<file path="config.mk">
export PLATFORM = sky130hd
export DESIGN_NAME = usb_uart_buffered_flat
export DESIGN_NICKNAME = d
export VERILOG_FILES = /design/src/rtl/usb_uart_buffered_if.sv /design/src/rtl/usb_uart_buffered.sv /design/src/flat_wrapper.sv
export SDC_FILE = /design/constraint.sdc
export NUM_CORES = 1
export LEC_CHECK = 0
export BUFFER_PORTS_ARGS = -buffer_cell sky130_fd_sc_hd__buf_2
export CAP_MARGIN = 20
export CORE_UTILIZATION = 47
export DETAILED_ROUTE_END_ITERATION = 10
export SKIP_LAST_GASP = 1
export SYNTH_ARGS = -nofsm -noshare
export SYNTH_HDL_FRONTEND = slang
export SYNTH_SLANG_ARGS = --single-unit
</file>
<file path="constraint.sdc">
create_clock -name clk_48mhz -period 6.48 [get_ports clk_48mhz]
set_input_delay 1.944 -clock clk_48mhz [delete_from_list [all_inputs] [get_ports clk_48mhz]]
set_output_delay 1.944 -clock clk_48mhz [all_outputs]
set_load 0.1 [all_outputs]
</file>
<file path="src/rtl/usb_uart_buffered_if.sv">
// rtl/usb_uart_buffered_if.sv - fabric-side and core-side signal bundles for usb_uart_buffered
interface usb_uart_fab_if;
  logic [7:0] tx_data;
  logic       tx_valid;
  logic       tx_ready;
  logic       tx_afull;
  logic [7:0] rx_data;
  logic       rx_valid;
  logic       rx_ready;

  modport master (
    output tx_data, tx_valid, rx_ready,
    input  tx_ready, tx_afull, rx_data, rx_valid
  );
  modport slave (
    input  tx_data, tx_valid, rx_ready,
    output tx_ready, tx_afull, rx_data, rx_valid
  );
endinterface

interface usb_uart_core_if;
  logic       core_wr;
  logic [7:0] core_tx_data;
  logic       core_busy;
  logic       core_rd;
  logic [7:0] core_rx_data;
  logic       core_valid;

  modport master (
    output core_wr, core_tx_data, core_rd,
    input  core_busy, core_rx_data, core_valid
  );
  modport slave (
    input  core_wr, core_tx_data, core_rd,
    output core_busy, core_rx_data, core_valid
  );
endinterface

</file>
<file path="src/rtl/usb_uart_buffered.sv">
// rtl/usb_uart_buffered.sv - TX/RX FIFO buffering and strobe pacing in front of usb_uart_core
// Optional level/drop statistics ports are enabled by defining USB_UART_BUFFERED_STATS_EN.
module usb_uart_buffered #(
  parameter int TX_AW    = 4,
  parameter int RX_AW    = 4,
  parameter int TX_AFULL = 2
) (
  input  logic            clk_48mhz,
  input  logic            reset,
  input  logic            host_presence,
  usb_uart_fab_if.slave   fab,
  usb_uart_core_if.master core
`ifdef USB_UART_BUFFERED_STATS_EN
  ,
  output logic [TX_AW:0]  tx_level,
  output logic [RX_AW:0]  rx_level,
  output logic [15:0]     tx_drop_cnt
`endif
);

  localparam int TX_DEPTH = 2 ** TX_AW;
  localparam int RX_DEPTH = 2 ** RX_AW;
  localparam logic [TX_AW:0] TX_FULL_CNT  = (TX_AW+1)'(TX_DEPTH);
  localparam logic [TX_AW:0] TX_AFULL_CNT = (TX_AW+1)'(TX_AFULL);
  localparam logic [RX_AW:0] RX_FULL_CNT  = (RX_AW+1)'(RX_DEPTH);

  typedef enum logic [1:0] {S_IDLE, S_STROBE, S_HOLD} strobe_state_t;

  // ---------------- TX path ----------------
  logic [7:0]       tx_mem [TX_DEPTH];
  logic [TX_AW-1:0] tx_wr_ptr, tx_rd_ptr;
  logic [TX_AW:0]   tx_count, tx_count_nxt;
  logic [7:0]       tx_head_q;
  logic             tx_afull_q;
  logic             hp_low_q;
  logic             tx_full, tx_empty, tx_accept, tx_push, tx_discard, tx_flush, tx_pop;
  strobe_state_t    tx_state, tx_state_nxt;

  assign tx_full    = (tx_count == TX_FULL_CNT);
  assign tx_empty   = (tx_count == '0);
  assign fab.tx_ready = !reset && (!tx_full || !host_presence);
  assign tx_accept  = fab.tx_valid && fab.tx_ready;
  assign tx_push    = tx_accept && host_presence;
  assign tx_discard = tx_accept && !host_presence;
  // Second consecutive low cycle of host_presence empties the queue.
  assign tx_flush   = !host_presence && hp_low_q;

  always_comb begin
    tx_state_nxt = tx_state;
    tx_pop       = 1'b0;
    case (tx_state)
      S_IDLE: begin
        if (!tx_empty && host_presence && !core.core_busy) begin
          tx_pop       = 1'b1;
          tx_state_nxt = S_STROBE;
        end
      end
      S_STROBE: tx_state_nxt = S_HOLD;
      S_HOLD:   tx_state_nxt = S_IDLE;
      default:  tx_state_nxt = S_IDLE;
    endcase
  end

  always_ff @(posedge clk_48mhz) begin
    if (reset) tx_state <= S_IDLE;
    else       tx_state <= tx_state_nxt;
  end

  always_comb begin
    tx_count_nxt = tx_count;
    if (tx_flush) begin
      tx_count_nxt = '0;
    end else begin
      case ({tx_push, tx_pop})
        2'b10:   tx_count_nxt = tx_count + (TX_AW+1)'(1);
        2'b01:   tx_count_nxt = tx_count - (TX_AW+1)'(1);
        default: tx_count_nxt = tx_count;
      endcase
    end
  end

  always_ff @(posedge clk_48mhz) begin
    if (tx_push) tx_mem[tx_wr_ptr] <= fab.tx_data;
  end

  always_ff @(posedge clk_48mhz) begin
    if (reset) begin
      tx_wr_ptr  <= '0;
      tx_rd_ptr  <= '0;
      tx_count   <= '0;
      tx_head_q  <= 8'h00;
      tx_afull_q <= 1'b0;
      hp_low_q   <= 1'b0;
    end else begin
      hp_low_q   <= !host_presence;
      tx_count   <= tx_count_nxt;
      tx_afull_q <= (TX_FULL_CNT - tx_count_nxt) <= TX_AFULL_CNT;
      if (tx_push) tx_wr_ptr <= tx_wr_ptr + TX_AW'(1);
      if (tx_pop) begin
        tx_head_q <= tx_mem[tx_rd_ptr];
        tx_rd_ptr <= tx_rd_ptr + TX_AW'(1);
      end
      if (tx_flush) tx_rd_ptr <= tx_wr_ptr;
    end
  end

  assign fab.tx_afull      = tx_afull_q && host_presence;
  assign core.core_wr      = (tx_state == S_STROBE);
  assign core.core_tx_data = tx_head_q;

  // ---------------- RX path ----------------
  logic [7:0]       rx_mem [RX_DEPTH];
  logic [RX_AW-1:0] rx_wr_ptr, rx_rd_ptr;
  logic [RX_AW:0]   rx_count;
  logic             rx_full, rx_empty, rx_push, rx_pop;
  strobe_state_t    rx_state, rx_state_nxt;

  assign rx_full  = (rx_count == RX_FULL_CNT);
  assign rx_empty = (rx_count == '0);
  assign rx_pop   = fab.rx_valid && fab.rx_ready;

  always_comb begin
    rx_state_nxt = rx_state;
    rx_push      = 1'b0;
    case (rx_state)
      S_IDLE: begin
        if (core.core_valid && !rx_full) begin
          rx_push      = 1'b1;
          rx_state_nxt = S_STROBE;
        end
      end
      S_STROBE: rx_state_nxt = S_HOLD;
      S_HOLD:   rx_state_nxt = S_IDLE;
      default:  rx_state_nxt = S_IDLE;
    endcase
  end

  always_ff @(posedge clk_48mhz) begin
    if (reset) rx_state <= S_IDLE;
    else       rx_state <= rx_state_nxt;
  end

  always_ff @(posedge clk_48mhz) begin
    if (rx_push) rx_mem[rx_wr_ptr] <= core.core_rx_data;
  end

  always_ff @(posedge clk_48mhz) begin
    if (reset) begin
      rx_wr_ptr <= '0;
      rx_rd_ptr <= '0;
      rx_count  <= '0;
    end else begin
      if (rx_push) rx_wr_ptr <= rx_wr_ptr + RX_AW'(1);
      if (rx_pop)  rx_rd_ptr <= rx_rd_ptr + RX_AW'(1);
      case ({rx_push, rx_pop})
        2'b10:   rx_count <= rx_count + (RX_AW+1)'(1);
        2'b01:   rx_count <= rx_count - (RX_AW+1)'(1);
        default: rx_count <= rx_count;
      endcase
    end
  end

  assign fab.rx_valid = !rx_empty;
  assign fab.rx_data  = rx_empty ? 8'h00 : rx_mem[rx_rd_ptr];
  assign core.core_rd = (rx_state == S_STROBE);

`ifdef USB_UART_BUFFERED_STATS_EN
  logic [15:0] drop_q;
  logic [16:0] drop_sum;

  // Flushed bytes and host-absent pushes both count as drops; never wraps.
  always_comb begin
    drop_sum = {1'b0, drop_q} + 17'(tx_discard) + (tx_flush ? 17'(tx_count) : 17'd0);
  end

  always_ff @(posedge clk_48mhz) begin
    if (reset) drop_q <= 16'h0000;
    else       drop_q <= drop_sum[16] ? 16'hFFFF : drop_sum[15:0];
  end

  assign tx_level    = tx_count;
  assign rx_level    = rx_count;
  assign tx_drop_cnt = drop_q;
`endif

endmodule

</file>
<file path="src/flat_wrapper.sv">
// flat-port wrapper written by rule: the top's interface ports become plain ports
module usb_uart_buffered_flat 
#(
  parameter int TX_AW    = 4,
  parameter int RX_AW    = 4,
  parameter int TX_AFULL = 2
)
  (clk_48mhz, reset, host_presence, fab_tx_data, fab_tx_valid, fab_rx_ready, fab_tx_ready, fab_tx_afull, fab_rx_data, fab_rx_valid, core_core_wr, core_core_tx_data, core_core_rd, core_core_busy, core_core_rx_data, core_core_valid);
  usb_uart_fab_if fab_i ();
  usb_uart_core_if core_i ();
  input  logic clk_48mhz;
  input  logic reset;
  input  logic host_presence;
  input wire logic [$bits(fab_i.tx_data)-1:0] fab_tx_data;
  input wire logic [$bits(fab_i.tx_valid)-1:0] fab_tx_valid;
  input wire logic [$bits(fab_i.rx_ready)-1:0] fab_rx_ready;
  output wire logic [$bits(fab_i.tx_ready)-1:0] fab_tx_ready;
  output wire logic [$bits(fab_i.tx_afull)-1:0] fab_tx_afull;
  output wire logic [$bits(fab_i.rx_data)-1:0] fab_rx_data;
  output wire logic [$bits(fab_i.rx_valid)-1:0] fab_rx_valid;
  output wire logic [$bits(core_i.core_wr)-1:0] core_core_wr;
  output wire logic [$bits(core_i.core_tx_data)-1:0] core_core_tx_data;
  output wire logic [$bits(core_i.core_rd)-1:0] core_core_rd;
  input wire logic [$bits(core_i.core_busy)-1:0] core_core_busy;
  input wire logic [$bits(core_i.core_rx_data)-1:0] core_core_rx_data;
  input wire logic [$bits(core_i.core_valid)-1:0] core_core_valid;
  assign fab_i.tx_data = fab_tx_data;
  assign fab_i.tx_valid = fab_tx_valid;
  assign fab_i.rx_ready = fab_rx_ready;
  assign fab_tx_ready = fab_i.tx_ready;
  assign fab_tx_afull = fab_i.tx_afull;
  assign fab_rx_data = fab_i.rx_data;
  assign fab_rx_valid = fab_i.rx_valid;
  assign core_core_wr = core_i.core_wr;
  assign core_core_tx_data = core_i.core_tx_data;
  assign core_core_rd = core_i.core_rd;
  assign core_i.core_busy = core_core_busy;
  assign core_i.core_rx_data = core_core_rx_data;
  assign core_i.core_valid = core_core_valid;
  usb_uart_buffered #(.TX_AW(TX_AW), .RX_AW(RX_AW), .TX_AFULL(TX_AFULL)) u_core (.clk_48mhz(clk_48mhz), .reset(reset), .host_presence(host_presence), .fab(fab_i), .core(core_i));
endmodule
</file>
==> flow_summary.ini, run 1 <==
[outcome]
status = complete, no violations

[synth]
synthTopCellsByArea = edfxtp_1, mux4_2, dfxtp_1
ys_seq_elements = 300
async_reset_ff_share_pct = 0
synth_top_area_share_pct = 63.5
yosys.cell_count.top_type = edfxtp_1
yosys-top-cells-count = edfxtp_1, mux4_2, nor2_1
seq_area_frac_synth_pct = 70.8
ys_types = 42
syn_inst = 658
ys_warn_count = 0
synth_top_area_cell = edfxtp_1
syn-num-nets = 701
syn_area_per_cell_um2 = 18.4
syn-cell-area_um2 = 12100
synth-edff-count = 256
synth_ff_type = edfxtp_1

[timing]
max_slew_margin_pct = 36.6
fin_crit_ns = 5.24
drv_slew = 0
finClkSkew_ns = 0.0121
fmax_mhz = 191
period_share_pct = 80.8
hold_slack_ns = 0.458
worst_pin_slew_ns = 0.947
final-hold-violation-count = 0
rsz0062_at_grt = no
tns_ns = 0
setup_viol = 0

[cells_and_area]
drive_above_1_share_pct = 21.6
insertedDiodeCount = 0
final_area_um2 = 13500
multiInputGateArea_um2 = 3280
fillerInstances = 1947
fin_util_pct = 53.7
area_growth_pct = 11.7
seq_area_um2 = 8570
fin_nets = 748

[place]
dpl_cell_area_um2 = 12600
place_hpwl_um = 14800
gp_congestion = 0.810
portBuffers = 43

[clocking]
post_cts_buffers = 0
path_clk_slew_ns = 0.06
cts-buffers-inserted = 31
cts_buffer_depth = 3
cts.sinks = 300
hold_buffers = 0
cts_htree_levels = 1
cts-root-buf = clkbuf_16
cts_tree = done
insertion_delay_ns = 0.56
cts_resized = 0

[global_routing]
grt_max_degree = 44
grt_pass1_vias = 6032
antenna_found_initial = 0
grt_pass1_wl_um = 35200
gr-total-overflow = 0
grt_use_total_pct = 17.9

[setup_path]
rr_endpoint = u_core.tx_afull_q
path_cells = buf_4 -> mux4_2 -> mux4_2 -> nor2b_1 -> buf_2
worstReg2RegStart = u_core.tx_count[1]
worstSetupEndpointType = primary output
critPathCapture = fab_rx_data[5]
worst_path_most_repeated_cell = mux4_2
cp.required_ns = 4.54
cp.arrival_ns = 3.29
path_class = flip-flop to primary output
startpoint_type = flip-flop
crit_fanout = 23
max_stage_delay_ns = 0.87
r2r_setup_slack_ns = 2.24
worst_path_max_delay_cell = dfxtp_2
r2r_cells = 15

[route]
viasPerCell = 5.51
drc = 0
dr.pass1.iters = 5
wl_per_cell_um = 21.4
vias = 5838
routed_wl_um = 22700
drt_iter0_drc = 678
final_antenna_net_count = 0

[floorplan]
io-pin-count = 44
num_rows = 58
die_w_um = 162
initial_utilization_pct = 48.1
die_y_um = 162
die_area_um2 = 26400
core-area_um2 = 25200

[power_and_ir_drop]
leakagePower_nw = 4.41
fin_total_pwr_w = 0.00480
power_density_nw_per_um2 = 355
ir_drop_mv = 0.438

[min_path]
hp-class = flip-flop to flip-flop

[job]
maxCapViolCount = 0
cell usage in the layout (no fill, tap or decap), types with 3 or more instances in the layout:
cell type / netlist / layout
mux4_2: 64 / 64
nand3b_1: 3 / 3
nand4_1: 3 / 3
ha_1: 19 / 19
nor2_1: 48 / 48
buf_4: 1 / 7
buf_2: 8 / 43
nor2b_1: 18 / 18
clkbuf_16: 0 / 31
dfxtp_1: 44 / 41
nor3_1: 11 / 11
xnor2_1: 9 / 9
dfxtp_2: 0 / 3
inv_1: 13 / 13
clkinv_1: 0 / 7
nand2_1: 33 / 33
and3_1: 3 / 3
clkinv_2: 0 / 3
edfxtp_1: 256 / 256
nand2b_1: 4 / 4
and2_1: 17 / 17
o21ai_1: 3 / 3
xor2_1: 11 / 11
nand3_1: 3 / 3
clkbuf_1: 17 / 12
a21oi_1: 17 / 17
mux2i_1: 4 / 4
mux4_1: 16 / 16
kinds of logic (layout without fill, tap and decap cells):
logic type               Yosys count  in the layout  synth area share (%)
XOR/XNOR                          20             20                  1.45
multiplexers                      85             85                  15.8
buffers and inverters             49            121                  2.07
AND/OR/NAND/NOR                  150            150                  6.02
flip-flops                       300            300                  70.8
AO/OA/AOI/OAI                     34             34                  1.72
adder cells (fa/ha/maj)           20             20                  2.13
per-layer routing:
| metal | vias to the layer above | part of all wire (%) | global-route usage, % |
|---|---|---|---|
| met5 | - | 0 | 0 |
| met1 | 2990 | 48 | 27.4 |
| met2 | 143 | 45 | 26.7 |
| li1 | 2678 | - | - |
| met3 | 27 | 5.4 | 3.36 |
| met4 | 0 | 1.5 | 4.37 |
sequential cells by signal (all words and copies together), names as in the netlist, named ones only:
register	flops
u_core.rx_mem	128
u_core.tx_mem	128
u_core.tx_state	2
u_core.tx_rd_ptr	4
u_core.rx_wr_ptr	4
u_core.tx_wr_ptr	4
u_core.rx_state	2
u_core.hp_low_q	1
u_core.tx_afull_q	1
u_core.rx_count	5
u_core.rx_rd_ptr	4
u_core.tx_count	5
u_core.core.core_tx_data	8
how the worst min path moves through the flow:
| stage | start | endpoint | slack [ns] | cells after the start |
|---|---|---|---|---|
| after global routing | u_core.core.core_tx_data[6] | u_core.core.core_tx_data[6] | 0.49 | 2 |
| after global placement | u_core.core.core_tx_data[1] | u_core.core.core_tx_data[1] | 0.45 | 2 |
| after detailed placement | u_core.core.core_tx_data[1] | u_core.core.core_tx_data[1] | 0.45 | 2 |
| after CTS | u_core.core.core_tx_data[1] | u_core.core.core_tx_data[1] | 0.46 | 2 |
| final | u_core.core.core_tx_data[1] | u_core.core.core_tx_data[1] | 0.46 | 2 |
| after floorplan | u_core.rx_rd_ptr[3] | flip-flop | 0.48 | 2 |
layout make-up:
cell class / count / share of cell area, %
timing repair buffer: 50 / 1.98
clock inverter: 14 / 0.713
multi-input combinational: 309 / 24.3
inverter: 13 / 0.361
sequential: 300 / 63.4
tap: 330 / 3.06
clock buffer: 44 / 6.18
critical path: cells and delay by family (launching register included):
kind | cells | cell delay [ns]
mux | 2 | 1.02
flops | 1 | 0.87
simple gates | 1 | 0.14
buf+inv | 2 | 0.69
power breakdown:
part	leakage [nW]	total [W]	internal, W	switching [W]
combinational	1.30	0.000955	0.000285	0.000671
sequential	2.66	0.00222	0.00215	0.0000707
clock	0.449	0.00163	0.000932	0.000694
total	4.41	0.00480	0.00336	0.00143
metrics by stage:
stage                     cells  setup slack [ns]
after floorplan             658             0.709
after global placement     1002              1.17
after detailed placement   1002             0.947
after CTS                  1060              1.12
after global routing       1060             0.985
final                      1060              1.24
Power figures use the tool's default switching activity.
==> run 2: changes to the inputs <==
--- a/config.mk
+++ b/config.mk
@@ -9,6 +9,7 @@
 export CAP_MARGIN = 20
 export CORE_UTILIZATION = 47
 export DETAILED_ROUTE_END_ITERATION = 10
+export PLACE_DENSITY = 0.66
 export SKIP_LAST_GASP = 1
 export SYNTH_ARGS = -nofsm -noshare
 export SYNTH_HDL_FRONTEND = slang
==> constraint.sdc (replaced) <==
create_clock -name clk_48mhz -period 4.7 [get_ports clk_48mhz]
set_input_delay 1.41 -clock clk_48mhz [delete_from_list [all_inputs] [get_ports clk_48mhz]]
set_output_delay 1.41 -clock clk_48mhz [all_outputs]
set_load 0.1 [all_outputs]
==> run 2 against run 1 <==
Compared with the run above:
- hold slack got worse by 0.0096 ns
- cell count is 0.85% higher
- register-to-register slack got worse by 1.1 ns
- clock-buffer cell count is 1 lower
- largest cell class unchanged
==> flow_summary.ini, run 2 (synthesized netlist as in run 1, its figures left out) <==
[power_and_ir_drop]
power_frac_clock_pct = 36.1
ir_drop_mv = 0.686
power_density_nw_per_um2 = 501
leakagePower_nw = 4.51
p_comb_share_pct = 20.1
power_switching_w = 0.00205
p_int_w = 0.00483
switching_share_pct = 29.8
seqPwrFrac_pct = 43.8

[place]
place_inst = 1008
pre_cts_slack_ns = 0.427
place_hpwl_um = 14100
dpl_cell_area_um2 = 12700
portBuffers = 43
gp_congestion = 0.788

[floorplan]
num_rows = 58
core-area_um2 = 25200
io-pin-count = 44
die_y_um = 162
die_w_um = 162
initial_utilization_pct = 48.1
die_area_um2 = 26400

[cells_and_area]
insertedDiodeCount = 0
final_area_um2 = 13700
fin_nets = 757
area_growth_pct = 13.4
layoutNonFillerInstCount = 1069
fin_util_pct = 54.5
multiInputGateArea_um2 = 3290
mostFrequentLayoutCells = edfxtp_1, mux4_2, nor2_1, buf_2, dfxtp_1
drive_above_1_share_pct = 23.3
fillerInstances = 1914
final_common_cell = edfxtp_1
seq_area_um2 = 8570

[setup_path]
cp.arrival_ns = 2.65
r2r_cells = 11
crit_fanout = 32
worstReg2RegStart = u_core.rx_count[0]
startpoint_type = flip-flop
path_class = flip-flop to primary output
worstSetupEndpointType = primary output
cp.required_ns = 3.29

[clocking]
post_cts_buffers = 0
cts_tree = done
hold_buffers = 0
cts_htree_levels = 2
cts_buffer_depth = 3
cts.sinks = 300
cts-root-buf = clkbuf_16
path_clk_slew_ns = 0.06
cts-buffers-inserted = 34
insertion_delay_ns = 0.51
cts_resized = 0

[timing]
setup_viol = 0
final-hold-violation-count = 0
timing.final.ws_setup_ns = 0.637
fmax_mhz = 246
tns_ns = 0
worst_pin_slew_ns = 0.890
rsz0062_at_grt = no
fin_crit_ns = 4.06
max_slew_margin_pct = 40.5
finClkSkew_ns = 0.0144
period_share_pct = 86.5
drv_slew = 0

[min_path]
worstHoldPathCells = 2
hp-class = flip-flop to flip-flop
hold_start = u_core.core.core_tx_data[3]

[route]
wl_per_cell_um = 20.0
routed_wl_um = 21400
drt_iter0_drc = 377
dr.pass1.iters = 5
wirelength_met1_um = 9060
drc = 0
wl_met3_um = 1020
final_antenna_net_count = 0
viasPerCell = 5.47
vias = 5847
dr.max_layer_used = met4
met2_length_um = 11000

[global_routing]
antenna_found_initial = 0
grt_pass1_wl_um = 33500
gr-total-overflow = 0
grt_use_total_pct = 16.8
grt_pass1_vias = 6066
grt_max_degree = 43

[outcome]
status = complete, no violations

[job]
maxCapViolCount = 0
-- run 2: changes by cell type in the layout (fill, tap and decap cells not counted), moves of 2 or more --
cell	delta
clkbuf_1	-3
clkbuf_16	+3
buf_4	+4
clkinv_8	+2
clkinv_1	-2
buf_12	+2
-- run 2: final cells by class --
type                            instances  area share [%]
Sequential cell                       300            62.5
Clock buffer                           43            6.45
Inverter                               13           0.356
Clock inverter                         18            1.29
Multi-Input combinational cell        309            24.0
Timing Repair Buffer                   56            2.46
Tap cell                              330            3.01
-- run 2: worst max-delay path: stages, from the launching register on --
cell and delay [ns]:
dfxtp_2 0.34, buf_12 0.26, mux4_2 0.58, mux4_2 0.47, nor2b_1 0.15, buf_2 0.33
-- run 2: worst paths after layout --
path                                                     to  slack (ns)
worst max-delay path                         fab_rx_data[2]        0.64
worst min-delay path            u_core.core.core_tx_data[3]        0.45
worst max register to register           u_core.rx_count[4]        1.18
worst min register to register  u_core.core.core_tx_data[3]        0.45
-- run 2: routing by layer --
layer | track usage (%) | up-vias
met3 | 3.41 | 28
met4 | 4.33 | 0
li1 | - | 2694
met2 | 29.0 | 146
met5 | 0 | -
met1 | 21.7 | 2979
-- run 2: power groups by stage --
stage | clock network, W | registers, W | logic, W
6_report | 0.00248 | 0.00301 | 0.00138
5_1_grt | 0.00264 | 0.00302 | 0.00147
4_1_cts | 0.00254 | 0.00301 | 0.00140
3_5_place_dp | 0 | 0.00307 | 0.00139
3_3_place_gp | 0 | 0.00307 | 0.00134
2_1_floorplan | 0 | 0.00306 | 0.00113
-- run 2: per-stage QoR --
step	total power (W)	hold slack [ns]
3_5_place_dp	0.00445	0.447
5_1_grt	0.00712	0.487
2_1_floorplan	0.00418	0.485
3_3_place_gp	0.00441	0.447
6_report	0.00688	0.448
4_1_cts	0.00694	0.455
==> run 3: changes to the inputs <==
--- a/config.mk
+++ b/config.mk
@@ -9,6 +9,7 @@
 export CAP_MARGIN = 20
 export CORE_UTILIZATION = 47
 export DETAILED_ROUTE_END_ITERATION = 10
+export GPL_TIMING_DRIVEN = 0
 export PLACE_DENSITY = 0.66
 export SKIP_LAST_GASP = 1
 export SYNTH_ARGS = -nofsm -noshare
==> run 3 against run 2 <==
Compared with the run above:
- cell count increased by 2.0%
- non-clock buffer count increased by 26
- combinational power up 3%
- routed wire length is 7.7% higher
- sequential share of layout area shrank 0.058 points
- global-route usage up 1.5 points
- flip-flop and latch count unchanged
- critical path depth did not move
- cell area is essentially flat
- clock-buffer cell count shrank 2
- first-iteration DRC count increased by 28%
- critical endpoint is now fab_rx_data[3]
- largest cell class unchanged
==> flow_summary.ini, run 3 (synthesized netlist as in run 1, its figures left out) <==
[setup_path]
worst_path_most_repeated_cell = mux4_2
startpoint_type = flip-flop
path_cells = buf_1 -> mux4_2 -> mux4_2 -> nor2b_1 -> buf_2
crit_family = multiplexers
cp.arrival_ns = 2.96
worst_path_max_delay_cell = buf_1
cp_num_buf_inv = 2
max_stage_delay_ns = 0.62
path_class = flip-flop to primary output
cp.required_ns = 3.29
crit_fanout = 10
worstSetupEndpointType = primary output

[min_path]
hp-class = flip-flop to flip-flop

[global_routing]
grt_pass1_vias = 6217
gr-total-overflow = 0
grtUsageMet2_pct = 30.7
grt_max_degree = 17
met1_usage_pct = 24.8
grt_pass1_wl_um = 36000
antenna_found_initial = 0
grt_use_total_pct = 18.2
grt_busiest_layer = met2
grt_use_met3_pct = 2.67

[timing]
final-hold-violation-count = 0
period_share_pct = 93.0
hold_slack_ns = 0.453
max_slew_margin_pct = 37.3
setup_viol = 0
rsz0062_at_grt = no
drv_slew = 0
fmax_mhz = 229
finClkSkew_ns = 0.0219
fin_crit_ns = 4.37
worst_pin_slew_ns = 0.937

[clocking]
path_clk_slew_ns = 0.06
cts-buffers-inserted = 30
cts_buffer_depth = 3
cts.sinks = 300
cts_resized = 0
cts-root-buf = clkbuf_16
hold_buffers = 0
post_cts_buffers = 0
cts_htree_levels = 1
insertion_delay_ns = 0.56
cts_tree = done

[cells_and_area]
fillerInstances = 1938
layoutNonFillerInstCount = 1090
final_common_cell = edfxtp_1
fin_nets = 779
final_area_um2 = 13700
drive_above_1_share_pct = 22.9
mostFrequentLayoutCells = edfxtp_1, mux4_2, buf_2, nor2_1, dfxtp_1
area_growth_pct = 13.5
fin_util_pct = 54.5
seq_area_um2 = 8570
multiInputGateArea_um2 = 3290
insertedDiodeCount = 0

[floorplan]
die_area_um2 = 26400
die_w_um = 162
core-area_um2 = 25200
num_rows = 58
io-pin-count = 44
initial_utilization_pct = 48.1
die_y_um = 162

[place]
portBuffers = 42
place_inst = 1034
dpl_cell_area_um2 = 12800
place_hpwl_um = 15700
gp_congestion = 0.802

[route]
viasPerCell = 5.57
final_antenna_net_count = 0
wl_per_cell_um = 21.2
drt_iter0_drc = 484
drc = 0
dr.pass1.iters = 5
vias = 6071
routed_wl_um = 23100

[job]
maxCapViolCount = 0

[power_and_ir_drop]
ir_drop_mv = 0.545
power_density_nw_per_um2 = 491
leakagePower_nw = 4.53

[outcome]
status = complete, no violations
run 3: cell types whose count changed in the layout (fill, tap and decap cells not counted), sizes merged:
cell | previous run | this run
clkinv | 12 | 11
clkbuf | 43 | 58
buf | 56 | 65
inv | 16 | 14
run 3: area by class of cell:
| cell class | count | share of cell area (%) |
|---|---|---|
| flip-flops and latches | 300 | 62.4 |
| multi-input cells | 309 | 24.0 |
| clock buffers | 41 | 6.00 |
| well taps | 330 | 3.01 |
| repair buffers | 46 | 1.75 |
| plain buffers | 36 | 1.47 |
| clock inverters | 15 | 1.06 |
| inverters | 13 | 0.355 |
run 3: metal layers:
layer / share of wire, % / vias up
met1: 43 / 3142
met2: 50 / 157
met3: 4.8 / 34
li1: - / 2738
met5: 0 / -
met4: 2.3 / 0
run 3: report_power, final:
part | internal [W] | switching (W)
sequential | 0.00296 | 0.0000433
combinational | 0.000422 | 0.000997
clock | 0.00134 | 0.000974
run 3: final timing paths:
check                              start                     endpoint  slack [ns]  cells after the start
max reg2reg           u_core.tx_count[2]            u_core.tx_afull_q        1.00                     15
max                            flip-flop               fab_rx_data[3]        0.33                      5
min          u_core.core.core_tx_data[7]  u_core.core.core_tx_data[7]        0.45                      2
min reg2reg  u_core.core.core_tx_data[7]  u_core.core.core_tx_data[7]        0.45                      2
run 3: through the flow:
step | total power, W | setup TNS [ns] | worst slack [ns]
4_1_cts | 0.00680 | 0 | 0.305
2_1_floorplan | 0.00418 | 0 | 0.536
3_3_place_gp | 0.00444 | 0 | 0.102
5_1_grt | 0.00698 | 0 | 0.219
3_5_place_dp | 0.00449 | -0.0131 | -0.0131
6_report | 0.00674 | 0 | 0.327
run 3: tightest hold or removal path: cells and delay by family, from the launching register on:
kind	cells	cell delay (ns)
simple gates	1	0.05
compound gates	1	0.05
flops	1	0.31
